==> src/rtl/cpu_pipe_pkg.sv <==
// Shared definitions for the CPU pipeline stage registers.
// Holds the stage occupancy state encoding and the matching occupancy counts.
package cpu_pipe_pkg;

  typedef enum logic [1:0] {
    EMPTY = 2'd0,
    BUSY  = 2'd1,
    FULL  = 2'd2
  } pipe_state_t;

  localparam logic [1:0] OCC_EMPTY = 2'd0;
  localparam logic [1:0] OCC_ONE   = 2'd1;
  localparam logic [1:0] OCC_TWO   = 2'd2;

  function automatic logic [1:0] occ_of(input pipe_state_t s);
    case (s)
      BUSY:    occ_of = OCC_ONE;
      FULL:    occ_of = OCC_TWO;
      default: occ_of = OCC_EMPTY;
    endcase
  endfunction

endpackage

==> src/rtl/pipe_skid_reg.sv <==
// Pipeline stage register with valid/ready handshake and a one-entry skid buffer.
// All handshake outputs are registered; out_data comes straight from the main register.
module pipe_skid_reg
  import cpu_pipe_pkg::*;
#(
  parameter int               WIDTH      = 32,
  parameter logic [WIDTH-1:0] RESET_DATA = '0
) (
  input  logic             clk,
  input  logic             rst_n,
  input  logic             flush,
  input  logic             in_valid,
  output logic             in_ready,
  input  logic [WIDTH-1:0] in_data,
  output logic             out_valid,
  input  logic             out_ready,
  output logic [WIDTH-1:0] out_data,
  output logic [1:0]       occupancy
);

  pipe_state_t      state, state_nxt;
  logic [WIDTH-1:0] skid;
  logic             in_fire, out_fire;
  logic             load_main_in, load_main_skid, load_skid;

  assign in_fire  = in_valid && in_ready;
  assign out_fire = out_valid && out_ready;

  // NOTE: every variable gets a default before the case, so no path leaves one unassigned and no latch is inferred.
  always_comb begin
    state_nxt      = state;
    load_main_in   = 1'b0;
    load_main_skid = 1'b0;
    load_skid      = 1'b0;
    case (state)
      EMPTY: begin
        if (in_fire) begin
          load_main_in = 1'b1;
          state_nxt    = BUSY;
        end
      end
      BUSY: begin
        if (in_fire && out_fire) begin
          load_main_in = 1'b1;
        end else if (in_fire) begin
          load_skid = 1'b1;
          state_nxt = FULL;
        end else if (out_fire) begin
          state_nxt = EMPTY;
        end
      end
      FULL: begin
        if (out_fire) begin
          load_main_skid = 1'b1;
          state_nxt      = BUSY;
        end
      end
      default: state_nxt = EMPTY;
    endcase
    // A flushed stage drops everything, including a word offered this cycle.
    if (flush) begin
      state_nxt      = EMPTY;
      load_main_in   = 1'b0;
      load_main_skid = 1'b0;
      load_skid      = 1'b0;
    end
  end

  // NOTE: the payload registers are reset too, because out_data must show RESET_DATA right after reset.
  always_ff @(posedge clk) begin
    if (!rst_n) begin
      state     <= EMPTY;
      out_valid <= 1'b0;
      in_ready  <= 1'b1;
      occupancy <= OCC_EMPTY;
      out_data  <= RESET_DATA;
      skid      <= RESET_DATA;
    end else begin
      state     <= state_nxt;
      out_valid <= (state_nxt != EMPTY);
      in_ready  <= (state_nxt != FULL);
      occupancy <= occ_of(state_nxt);
      if (load_main_in) begin
        out_data <= in_data;
      end else if (load_main_skid) begin
        out_data <= skid;
      end
      if (load_skid) begin
        skid <= in_data;
      end
    end
  end

endmodule

==> config.mk <==
export PLATFORM = sky130hd
export DESIGN_NAME = pipe_skid_reg
export DESIGN_NICKNAME = d
export VERILOG_FILES = /design/src/rtl/cpu_pipe_pkg.sv /design/src/rtl/pipe_skid_reg.sv
export SDC_FILE = /design/constraint.sdc
export NUM_CORES = 1
export LEC_CHECK = 0
export ABC_AREA = 0
export BUFFER_PORTS_ARGS = -buffer_cell sky130_fd_sc_hd__clkbuf_2
export CORE_MARGIN = 2
export CORE_UTILIZATION = 54
export CTS_CLUSTER_DIAMETER = 120
export DETAILED_ROUTE_END_ITERATION = 8
export PLACE_DENSITY = 0.9
export SLEW_MARGIN = 20
export SYNTH_ARGS = -nofsm -noshare
export SYNTH_HDL_FRONTEND = slang
export SYNTH_SLANG_ARGS = --single-unit
export TNS_END_PERCENT = 30
==> constraint.sdc <==
create_clock -name clk -period 1.75 [get_ports clk]
set_input_delay 0.35 -clock clk [delete_from_list [all_inputs] [get_ports clk]]
set_output_delay 0.35 -clock clk [all_outputs]
set_load 0.02 [all_outputs]
== After elaboration in Yosys (flattened, before gate mapping) ==
Cells that the tools add are included.
Word-level totals
  bits in registers: 70
  word-level logic and storage cells: 37
  input port bits: 37
Cells by class
  reductions and logical operators: 6
  equal/unequal tests: 5
  multiplexer cells: 20
Operator list (count)
  two-way mux 32 bit: 2
  two-way mux 2 bit: 6
  two-way mux 1 bit: 9
  case mux 2 bit (3 select lines): 1
  == test 2 x 1 -> 1 bit, second input constant: 2
  == test 2 bit, second input constant: 2
  case mux 2 bit (2 select lines): 1
  nonzero test 2 bit: 2
  logical AND 1 bit: 3
  logical NOT 2 bit: 1
  inequality test 2 bit, second input constant: 1
  case mux 1 bit (2 select lines): 1

== Logic depth before layout (Yosys ltp) ==
Gate-level depths: netlist of the first run.
  word-level depth: 8
  depth in mapped cells: 6

== Worst setup path before layout of the first run ==
No wires, ideal clock.
  path kind: register to register
  start: register out_valid
  end: register out_data[28]
  arrival: 1421 ps
  buffers on the path: 2
  clock period less this slack: 1543 ps
  stages on the path, launching flop included: 6
  slack: 207 ps
  library setup time: 122 ps
  path through: dfxtp_1 a21boi_4 buf_6 buf_6 or3_1 o311a_1
On the way
  cells in the longest elaborated chain, start to end: 6
  elaborated cells between the ends (all ways): 10
Ends and longest elaborated chain
  start, declared: line pipe_skid_reg.sv:15  | output logic out_valid,
  start signal, assigned: line pipe_skid_reg.sv:80  | out_valid <= (state_nxt != EMPTY);
  logical AND 1 bit (*): line pipe_skid_reg.sv:27  | assign out_fire = out_valid && out_ready;
  logical AND 1 bit: line pipe_skid_reg.sv:43  | if (in_fire && out_fire) begin
  two-way mux 1 bit: line pipe_skid_reg.sv:43
  case mux 1 bit (2 select lines): line pipe_skid_reg.sv:35  | case (state)
  two-way mux 1 bit: line pipe_skid_reg.sv:61  | if (flush) begin
  two-way mux 32 bit or nonzero test 2 bit (tied branches)
  end signal, assigned: line pipe_skid_reg.sv:84  | out_data <= in_data;
  end signal, assigned: line pipe_skid_reg.sv:86  | out_data <= skid;
  end, declared: line pipe_skid_reg.sv:17  | output logic [WIDTH-1:0] out_data,
Every way passes the cells marked *; elsewhere a longest branch is shown, timed or not.
A chain may end at the register's enable or synchronous reset.

== Final worst setup path of the first run ==
  start: register state[1]
  end: register out_data[28]
On the way
  cells in the longest elaborated chain, start to end: 4
  elaborated cells between the ends (all ways): 9
Ends and longest elaborated chain
  start, declared: line pipe_skid_reg.sv:21  | pipe_state_t state, state_nxt;
  start signal, assigned: line pipe_skid_reg.sv:79  | state <= state_nxt;
  == test 2 x 1 -> 1 bit, or another cell as far along: line pipe_skid_reg.sv:35
  case mux 1 bit (2 select lines) or two-way mux 1 bit (tied branches): line pipe_skid_reg.sv:35
  two-way mux 1 bit: line pipe_skid_reg.sv:61
  two-way mux 32 bit or nonzero test 2 bit (tied branches)
Several ways; a longest one is shown, not always the timed one.

==> flow_metrics.env, run 1 <==
export IMPL_drt_first_pass_iters=4
export IMPL_grt_max_degree=59
export IMPL_drv_slew=0
export IMPL_fin_ws_ns=0.1555
export IMPL_drive_gt1_share_pct=26.29
export IMPL_leakagePower_uw=0.001593
export IMPL_overflow=0
export IMPL_worstHoldEndpoint="skid[21]"
export IMPL_path_class="flop to flop"
export IMPL_clock_fmax_mhz=627.2
export IMPL_reg2regPathDepth=4
export IMPL_crit_required_ns=1.98
export IMPL_vias_per_cell=6.192
export IMPL_ant_nets=0
export IMPL_yosys_area_share_simple_pct=21.98
export IMPL_die_area_um2=6978
export IMPL_slowest_stage="dfxtp_1"
export IMPL_r2r_end="out_data[28]"
export IMPL_seq_area_frac_synth_pct=41.03
export IMPL_grtUsageTotal_pct=24.24
export IMPL_fin_crit_ns=1.594
export IMPL_cts_root_buf="clkbuf_8"
export IMPL_cp_top_family="flip-flops"
export IMPL_synth_mux_area_share_pct=0.3297
export IMPL_numPortBuffers=72
export IMPL_cts_sinks=70
export IMPL_clock_path_buffers=2
export IMPL_syn_area_um2=3416
export IMPL_hold_depth=3
export IMPL_ios=73
export IMPL_cp_num_buf_inv=1
export IMPL_drc_errors=0
export IMPL_synth_nets=403
export IMPL_postCtsResizedCells=0
export IMPL_slew_headroom_pct=71.10
export IMPL_detailed_place_hpwl_mm=5.141
export IMPL_synth_adder_area_share_pct=0
export IMPL_fin_nets=458
export IMPL_dp_cells=485
export IMPL_path_cells="nand4bb_4, buf_6, nor2_8, o311a_1"
export IMPL_dr_first_iter_drc_count=243
export IMPL_rsz0062_at_grt="false"
export IMPL_wl_per_cell_um=16.47
export IMPL_synth_xor_xnor_area_share_pct=0
export IMPL_core_area_um2=6026
export IMPL_layout_commonest_cell="clkbuf_2"
export IMPL_htree_levels=3
export IMPL_gp_congestion=0.8453
export IMPL_cap_violations=0
export IMPL_critPathArrivalTime_ns=1.83
export IMPL_cts_tree="yes"
export IMPL_hold_viol_final=0
export IMPL_netlist_instances=366
export IMPL_area_growth_pct=17.47
export IMPL_peakVddDrop_mv=0.5028
export IMPL_fin_crit_sh_pct=91.11
export IMPL_finalSetupViolations=0
export IMPL_start_util_pct=56.69
export IMPL_min_path_type="input pin to flop"
export IMPL_clk_pin_slew_worst_paths_ns=0.08
export IMPL_final_cell_mix="72 x clkbuf_2, 70 x dfxtp_1, 33 x nand3_1"
export IMPL_place_ws_ns=0.09148
export IMPL_routed_wl_mm=8.253
export IMPL_synth_cell_types=34
export IMPL_p_per_area_nw_per_um2=887.4
export IMPL_fin_cells=501
export IMPL_diodes=0
export IMPL_cts_made_buffers=9
export IMPL_rrSetupSlack_ns=0.16
export IMPL_yosysWarnings=0
export IMPL_ys_ff_latch=70
export IMPL_synth_avg_cell_area_um2=9.333
export IMPL_synth_top_family_by_area="compound AO/OA/AOI/OAI gates"
export IMPL_die_h_um=83.54
export IMPL_grt_pass1_wl_mm=13.97
export IMPL_vias=3102
export IMPL_cts_setup_buffers=0
export IMPL_finalSetupTns_ns=0
export IMPL_cpPeakStageDelay_ns=0.49
export IMPL_path_max_fanout=35
export IMPL_antenna_found_initial=0
export IMPL_num_fill_cells=513
export IMPL_synth_compound_area_share_pct=29.34
export IMPL_worst_pin_slew_ns=0.4335
export IMPL_setup_worst_path_start_class="flop"
export IMPL_hold_buffers=0
export IMPL_finClkSkew_ns=0.009163
export IMPL_hp_start="in_data[21]"
export IMPL_r2r_start="state[1]"
export IMPL_cp_end_kind="flop"
export IMPL_die_w_um=83.54
export IMPL_insertion_delay_ns=0.35
export IMPL_grt_pass1_vias=3043
export IMPL_num_rows=28
export IMPL_status="finished clean"
-- per-layer routing --
metal	share of wire, %	global-route usage [%]
met1	45	30.71
met2	48	40.10
met3	4.8	3.956
met4	2.3	12.02
met5	0	0
-- worst reg2reg max path, stage by stage (launching register included) --
cell,delay (ns)
dfxtp_1,0.49
nand4bb_4,0.23
buf_6,0.25
nor2_8,0.14
o311a_1,0.38
-- worst max-delay path by stage --
stage / to / slack, ns / cells past startpoint / startpoint
floorplan: out_data[28] / 0.21 / 5 / out_valid
global placement: out_data[18] / 0.15 / 4 / state[1]
detailed placement: out_data[6] / 0.09 / 4 / state[1]
CTS: out_data[28] / 0.09 / 4 / state[1]
global route: out_data[28] / 0.05 / 4 / state[1]
finish: out_data[28] / 0.16 / 4 / state[1]
-- cells by family after synthesis --
group,count (synthesis)
compound gates,132
buf+inv,46
flops,70
mux,1
simple gates,117
-- power by group --
part | internal (µW) | total, µW | switching [µW]
registers | 1660 | 1700 | 41.6
clock network | 736 | 1360 | 623
logic | 210 | 503 | 292
-- layout make-up --
cell class	instances	area (µm²)	share of cell area, %
Multi-Input combinational cell	250	1764	43.97
Clock inverter	5	56.30	1.403
Inverter	1	3.754	0.09355
Tap cell	75	93.84	2.339
Timing Repair Buffer	89	541.8	13.50
Clock buffer	11	151.4	3.773
Sequential cell	70	1401	34.92
-- cells in the mapped netlist (all sizes together) --
cell	n	share of area (%)
dfxtp	70	41
a21boi	33	7.6
nand3	33	4.8
o21ai	32	4.7
or3	29	5.3
nor3b	28	6.2
o21a	28	6.2
o311a	28	8.2
clkbuf	24	2.7
buf	21	4.5
nor3	10	1.5
nand2	9	0.99
a311o	4	1.2
a31oi	2	0.37
a21bo	1	0.29
a21o	1	0.22
a21oi	1	0.15
a221oi	1	0.26
a2bb2oi	1	0.26
and2	1	0.18
and4bb	1	0.37
inv	1	0.11
mux2	1	0.33
nand2b	1	0.18
nand3b	1	0.22
nand4	1	0.18
nand4b	1	0.70
nand4bb	1	0.81
nor2	1	0.59
-- through the flow --
| step | power, µW | instance area, µm² | util [%] | hold slack (ns) |
|---|---|---|---|---|
| CTS | 3573 | 4009 | 66.53 | 0.2242 |
| global route | 3702 | 4013 | 66.59 | 0.2459 |
| finish | 3561 | 4013 | 66.59 | 0.2331 |
| global placement | 2223 | 3801 | 63.08 | 0.4541 |
| floorplan | 2064 | 3416 | - | 0.4473 |
| detailed placement | 2236 | 3801 | 63.08 | 0.4610 |
-- registers in the layout, indices dropped and copies added, names as in the netlist --
signal and count:
out_data 32, skid 32, state 2, occupancy 2, in_ready 1, out_valid 1
Note: power is estimated with default switching activity, not from simulation.
==> run 2: changes to the inputs <==
--- a/config.mk
+++ b/config.mk
@@ -8,10 +8,10 @@
 export ABC_AREA = 0
 export BUFFER_PORTS_ARGS = -buffer_cell sky130_fd_sc_hd__clkbuf_2
 export CORE_MARGIN = 2
-export CORE_UTILIZATION = 54
+export CORE_UTILIZATION = 58
 export CTS_CLUSTER_DIAMETER = 120
 export DETAILED_ROUTE_END_ITERATION = 8
-export PLACE_DENSITY = 0.9
+export PLACE_DENSITY = 0.95
 export SLEW_MARGIN = 20
 export SYNTH_ARGS = -nofsm -noshare
 export SYNTH_HDL_FRONTEND = slang
==> constraint.sdc (replaced) <==
create_clock -name clk -period 2.05 [get_ports clk]
set_input_delay 0.41 -clock clk [delete_from_list [all_inputs] [get_ports clk]]
set_output_delay 0.41 -clock clk [all_outputs]
set_load 0.02 [all_outputs]
==> run 2 against run 1 <==
Net effect: final area shrank 1.1%; global-route usage grew 3.1 points; worst hold slack gained 0.053 ns; flip-flop and latch count is the same; wire length grew 2.4%; die area shrank 6.6%; sequential power shrank 15%; worst setup slack gained 0.27 ns; combinational power shrank 15%; core utilization grew 4.2 points; count of clock-buffer cells in the layout shrank 1; critical endpoint is now out_data[1]; largest cell class unchanged; largest power group unchanged.
==> flow_metrics.env, run 2 (synthesis gave the netlist of run 1 again) <==
export IMPL_area_growth_pct=16.23
export IMPL_routed_wl_mm=8.450
export IMPL_die_w_um=80.74
export IMPL_slew_headroom_pct=70.23
export IMPL_start_util_pct=60.91
export IMPL_reg2regPathDepth=4
export IMPL_die_area_um2=6519
export IMPL_die_h_um=80.74
export IMPL_hold_buffers=0
export IMPL_worst_pin_slew_ns=0.4465
export IMPL_setup_worst_path_start_class="flop"
export IMPL_multiInputGateArea_um2=1764
export IMPL_core_area_um2=5608
export IMPL_cts_root_buf="clkbuf_8"
export IMPL_cp_end_kind="flop"
export IMPL_p_per_area_nw_per_um2=748.6
export IMPL_gp_congestion=0.7936
export IMPL_detailed_place_hpwl_mm=5.246
export IMPL_grtUsageTotal_pct=27.35
export IMPL_crit_path_end="out_data[1]"
export IMPL_grt_pass1_wl_mm=13.75
export IMPL_wl_per_cell_um=17.11
export IMPL_finalSetupTns_ns=0
export IMPL_cts_sinks=70
export IMPL_min_path_type="input pin to flop"
export IMPL_diodes=0
export IMPL_drive_gt1_share_pct=25.36
export IMPL_path_class="flop to flop"
export IMPL_status="finished clean"
export IMPL_drt_first_pass_iters=4
export IMPL_cts_setup_buffers=0
export IMPL_grt_max_degree=63
export IMPL_postCtsResizedCells=0
export IMPL_clock_fmax_mhz=616.9
export IMPL_overflow=0
export IMPL_rrSetupSlack_ns=0.43
export IMPL_place_area_um2=3780
export IMPL_num_fill_cells=421
export IMPL_critPathArrivalTime_ns=1.86
export IMPL_layout_commonest_cell="clkbuf_2"
export IMPL_clock_path_buffers=2
export IMPL_vias_per_cell=6.362
export IMPL_leakagePower_uw=0.001565
export IMPL_insertion_delay_ns=0.36
export IMPL_top_regs="out_data (32), skid (32)"
export IMPL_seqCellArea_um2=1401
export IMPL_ant_nets=0
export IMPL_numPortBuffers=72
export IMPL_fin_cells=494
export IMPL_startpoint="out_valid"
export IMPL_crit_required_ns=2.29
export IMPL_r2r_end="out_data[1]"
export IMPL_num_rows=27
export IMPL_hold_viol_final=0
export IMPL_cap_violations=0
export IMPL_final_area_um2=3970
export IMPL_dr_first_iter_drc_count=222
export IMPL_path_max_fanout=23
export IMPL_antenna_found_initial=0
export IMPL_dp_cells=478
export IMPL_r2r_start="out_valid"
export IMPL_cts_tree="yes"
export IMPL_fin_crit_sh_pct=79.07
export IMPL_drv_slew=0
export IMPL_grt_pass1_vias=2928
export IMPL_fin_nets=454
export IMPL_peakVddDrop_mv=0.4755
export IMPL_vias=3143
export IMPL_fin_crit_ns=1.621
export IMPL_drc_errors=0
export IMPL_final_cell_mix="72 x clkbuf_2, 70 x dfxtp_1, 33 x nand3_1"
export IMPL_clk_pin_slew_worst_paths_ns=0.08
export IMPL_finalSetupViolations=0
export IMPL_cts_made_buffers=9
export IMPL_htree_levels=3
export IMPL_hp_start="in_data[18]"
export IMPL_ios=73
export IMPL_rsz0062_at_grt="false"
export IMPL_finClkSkew_ns=0.01048
-- run 2: how the worst min path moves through the flow --
stage          depth (start not counted)  slack [ns]        to
2_1_floorplan                          2        0.45  skid[10]
3_3_place_gp                           2        0.45  skid[19]
3_5_place_dp                           2        0.46  skid[11]
4_1_cts                                3        0.28  skid[21]
5_1_grt                                3        0.30  skid[21]
6_report                               3        0.29  skid[18]
-- run 2: where the power goes --
group	internal (µW)	total [µW]	leakage [µW]	switching [µW]
Clock	557	1090	0.0000883	536
Sequential	1420	1450	0.000570	34.6
Combinational	178	429	0.000906	251
Total	2150	2970	0.00156	822
-- run 2: layout make-up --
cell class              instances  area share, %
clock inverters                 6          1.576
repair buffers                 85          13.11
clock buffers                  10          3.215
inverters                       1        0.09455
multi-input cells             250          44.44
well taps                      72          2.269
flip-flops and latches         70          35.30
-- run 2: metrics by stage --
stage / hold slack [ns] / total power [µW] / utilization (%) / setup WS [ns]
after floorplan: 0.4473 / 1762 / - / 0.4858
after global placement: 0.4538 / 1895 / 67.40 / 0.4337
after detailed placement: 0.4592 / 1906 / 67.40 / 0.3717
after CTS: 0.2831 / 2981 / 70.79 / 0.4460
after global routing: 0.2974 / 3080 / 70.79 / 0.3584
final: 0.2858 / 2972 / 70.79 / 0.4291
-- run 2: per-layer routing --
metal / vias up / part of all wire [%] / routed length, µm / global-route usage (%)
met1: 1510 / 42 / 3582 / 32.93
met2: 125 / 49 / 4156 / 46.83
li1: 1489 / - / - / -
met4: 0 / 2.0 / 170 / 12.88
met3: 19 / 6.4 / 540 / 5.667
met5: - / 0 / 0 / 0
-- run 2: critical path, stage by stage (launching register included) --
cell and delay [ns]:
dfxtp_1 0.51, nand4b_4 0.16, buf_4 0.24, a2bb2oi_1 0.20
a311o_1 0.39
==> run 3: changes to the inputs <==
--- a/config.mk
+++ b/config.mk
@@ -5,13 +5,13 @@
 export SDC_FILE = /design/constraint.sdc
 export NUM_CORES = 1
 export LEC_CHECK = 0
-export ABC_AREA = 0
+export ABC_AREA = 1
 export BUFFER_PORTS_ARGS = -buffer_cell sky130_fd_sc_hd__clkbuf_2
 export CORE_MARGIN = 2
-export CORE_UTILIZATION = 58
+export CORE_UTILIZATION = 53
 export CTS_CLUSTER_DIAMETER = 120
 export DETAILED_ROUTE_END_ITERATION = 8
-export PLACE_DENSITY = 0.95
+export PLACE_DENSITY = 0.9
 export SLEW_MARGIN = 20
 export SYNTH_ARGS = -nofsm -noshare
 export SYNTH_HDL_FRONTEND = slang
==> constraint.sdc (replaced) <==
create_clock -name clk -period 1.5 [get_ports clk]
set_input_delay 0.3 -clock clk [delete_from_list [all_inputs] [get_ports clk]]
set_output_delay 0.3 -clock clk [all_outputs]
set_load 0.02 [all_outputs]
==> run 3 against run 2 <==
Net effect: via count shrank 4.2%; total power up 41%; worst setup slack got worse by 0.32 ns; sequential share of layout area up 2.0 points; fmax increased by 17%; critical path depth rose by 4; sequential power up 37%; flip-flop and latch count is the same; die area hardly changed; clock skew is 0.0046 ns lower; critical path type unchanged; largest cell class is now registers; highest routed layer unchanged.
==> flow_metrics.env, run 3 <==
export IMPL_netlist_instances=450
export IMPL_path_class="flop to flop"
export IMPL_multiInputGateArea_um2=1270
export IMPL_die_h_um=80.73
export IMPL_num_fill_cells=493
export IMPL_gp_congestion=0.8396
export IMPL_crit_required_ns=1.73
export IMPL_drive_gt1_share_pct=21.11
export IMPL_finalSetupViolations=0
export IMPL_routed_wl_mm=6.910
export IMPL_cts_root_buf="clkbuf_8"
export IMPL_synth_cell_types=20
export IMPL_p_switching_uw=1046
export IMPL_area_growth_pct=20.37
export IMPL_path_max_fanout=27
export IMPL_drv_slew=0
export IMPL_synth_edff_count=0
export IMPL_hold_viol_final=0
export IMPL_clock_path_buffers=2
export IMPL_critPathArrivalTime_ns=1.62
export IMPL_setup_worst_path_start_class="flop"
export IMPL_cp_end_kind="flop"
export IMPL_numPortBuffers=72
export IMPL_synth_largest_area_cell="dfxtp_1"
export IMPL_min_path_type="input pin to flop"
export IMPL_die_w_um=80.73
export IMPL_synth_nets=487
export IMPL_finClkSkew_ns=0.005889
export IMPL_r2r_end="out_data[0]"
export IMPL_dr_first_iter_drc_count=197
export IMPL_rrSetupSlack_ns=0.11
export IMPL_synthTopCellsByCount="76 x nor2_1, 70 x dfxtp_1, 68 x inv_1"
export IMPL_power_frac_clock_pct=40.3
export IMPL_start_util_pct=55.64
export IMPL_num_rows=27
export IMPL_final_cell_mix="76 x nor2_1, 72 x clkbuf_2, 70 x dfxtp_1"
export IMPL_status="finished clean"
export IMPL_worst_hold_slack_ns=0.2021
export IMPL_wl_per_cell_um=11.65
export IMPL_reg2regPathDepth=8
export IMPL_insertion_delay_ns=0.33
export IMPL_cts_made_buffers=9
export IMPL_htree_levels=3
export IMPL_drt_first_pass_iters=5
export IMPL_synth_main_ff_cell="dfxtp_1"
export IMPL_drc_errors=0
export IMPL_vias_per_cell=5.078
export IMPL_diodes=0
export IMPL_synth_async_reset_ratio_pct=0
export IMPL_vias=3011
export IMPL_cts_tree="yes"
export IMPL_ios=73
export IMPL_synth_area_leaders="dfxtp_1 45%, nand3_1 10%, nor2_1 9.1%, inv_1 8.2%, nand2_1 8.1%"
export IMPL_hold_depth=3
export IMPL_grt_max_degree=64
export IMPL_antenna_found_initial=0
export IMPL_fin_crit_sh_pct=92.50
export IMPL_switching_share_pct=24.92
export IMPL_p_int_uw=3153
export IMPL_cts_setup_buffers=0
export IMPL_leakagePower_uw=0.002129
export IMPL_yosysWarnings=0
export IMPL_die_area_um2=6517
export IMPL_worst_pin_slew_ns=0.3423
export IMPL_seqCellArea_um2=1401
export IMPL_overflow=0
export IMPL_ys_ff_latch=70
export IMPL_ant_nets=0
export IMPL_fin_util_pct=66.98
export IMPL_hp_start="in_data[24]"
export IMPL_core_area_um2=5608
export IMPL_yosysMostFrequentCell="nor2_1"
export IMPL_fin_nets=554
export IMPL_grt_pass1_wl_mm=11.61
export IMPL_clock_fmax_mhz=720.7
export IMPL_cts_sinks=70
export IMPL_r2r_start="in_ready"
export IMPL_synth_top_area_share_pct=44.91
export IMPL_rsz0062_at_grt="false"
export IMPL_hold_buffers=0
export IMPL_top_regs="out_data (32), skid (32)"
export IMPL_synth_avg_cell_area_um2=6.934
export IMPL_slew_headroom_pct=77.18
export IMPL_grt_pass1_vias=2819
export IMPL_detailed_place_hpwl_mm=4.604
export IMPL_fin_crit_ns=1.387
export IMPL_p_per_area_nw_per_um2=1118
export IMPL_worstHoldEndpoint="skid[24]"
export IMPL_layout_commonest_cell="nor2_1"
export IMPL_power_frac_seq_pct=47.3
export IMPL_p_comb_share_pct=12.4
export IMPL_peakVddDrop_mv=0.6501
export IMPL_cap_violations=0
export IMPL_seq_area_frac_synth_pct=44.91
export IMPL_grtUsageTotal_pct=22.54
export IMPL_syn_area_um2=3120
export IMPL_clk_pin_slew_worst_paths_ns=0.07
run 3: cell count changes after synthesis, sizes merged, moves of 12 or more:
cell / change
nor3b: -28
or3: -29
clkbuf: -12
nand2: +60
o21ai: +28
nand3: +34
inv: +70
nor2: +79
o21a: -28
a21boi: -33
o311a: -28
run 3: worst max-delay path by stage:
stage	from	to	slack [ns]	cells past startpoint
floorplan	out_valid	out_data[30]	0.11	9
global placement	in_valid	out_valid	0.03	9
detailed placement	in_valid	out_valid	-0.03	9
CTS	state[1]	out_valid	0.01	7
global route	in_ready	out_data[0]	0.0006	8
finish	in_ready	out_data[0]	0.11	8
run 3: worst max-delay path, stage by stage (launching register included):
cell and delay [ns]:
dfxtp_1 0.34, nand2_1 0.07, inv_1 0.13, nand3_2 0.16, buf_12 0.19, nand2_1 0.14, nor2_1 0.07, nor2_1 0.12
nor2_1 0.05
run 3: cell families after synthesis:
family	synth area share [%]
compound gates	9.783
flops	44.91
simple gates	30.91
buf+inv	14.39
run 3: timing repair:
| action | 4_1_cts | 5_1_grt |
|---|---|---|
| endpoints found under the setup margin | 0 | 9 |
| endpoints found under the hold margin | 0 | 0 |
| gates resized for setup | 0 | 3 |
run 3: power by group through the flow:
| stage | clock network [µW] | logic [µW] | registers, µW |
|---|---|---|---|
| floorplan | 0 | 258 | 2100 |
| finish | 1690 | 521 | 1990 |
| global route | 1800 | 588 | 1990 |
| detailed placement | 0 | 520 | 2030 |
| CTS | 1720 | 523 | 1990 |
| global placement | 0 | 503 | 2030 |
run 3: metrics by stage:
| stage | instance area, µm² | TNS [ns] | instances | total power, µW | worst slack, ns |
|---|---|---|---|---|---|
| floorplan | 3120 | 0 | 450 | 2361 | 0.1088 |
| global placement | 3528 | 0 | 578 | 2528 | 0.02602 |
| detailed placement | 3528 | -0.06721 | 578 | 2548 | -0.02851 |
| CTS | 3750 | 0 | 593 | 4233 | 0.01119 |
| global route | 3756 | 0 | 593 | 4381 | 0.0005893 |
| finish | 3756 | 0 | 593 | 4199 | 0.1125 |
run 3: layer usage:
layer	part of all wire, %	vias up	global-route usage (%)
met3	6.0	7	4.556
met1	43	1367	25.86
met4	1.1	0	10.51
met2	49	100	40.25
met5	0	-	0
li1	-	1537	-
run 3: final cells by class:
type | count | share of cell area (%)
inverter | 71 | 7.162
multi-input combinational | 281 | 33.81
tap | 72 | 2.398
sequential | 70 | 37.31
clock inverter | 4 | 1.865
clock buffer | 11 | 4.031
timing repair buffer | 84 | 13.42
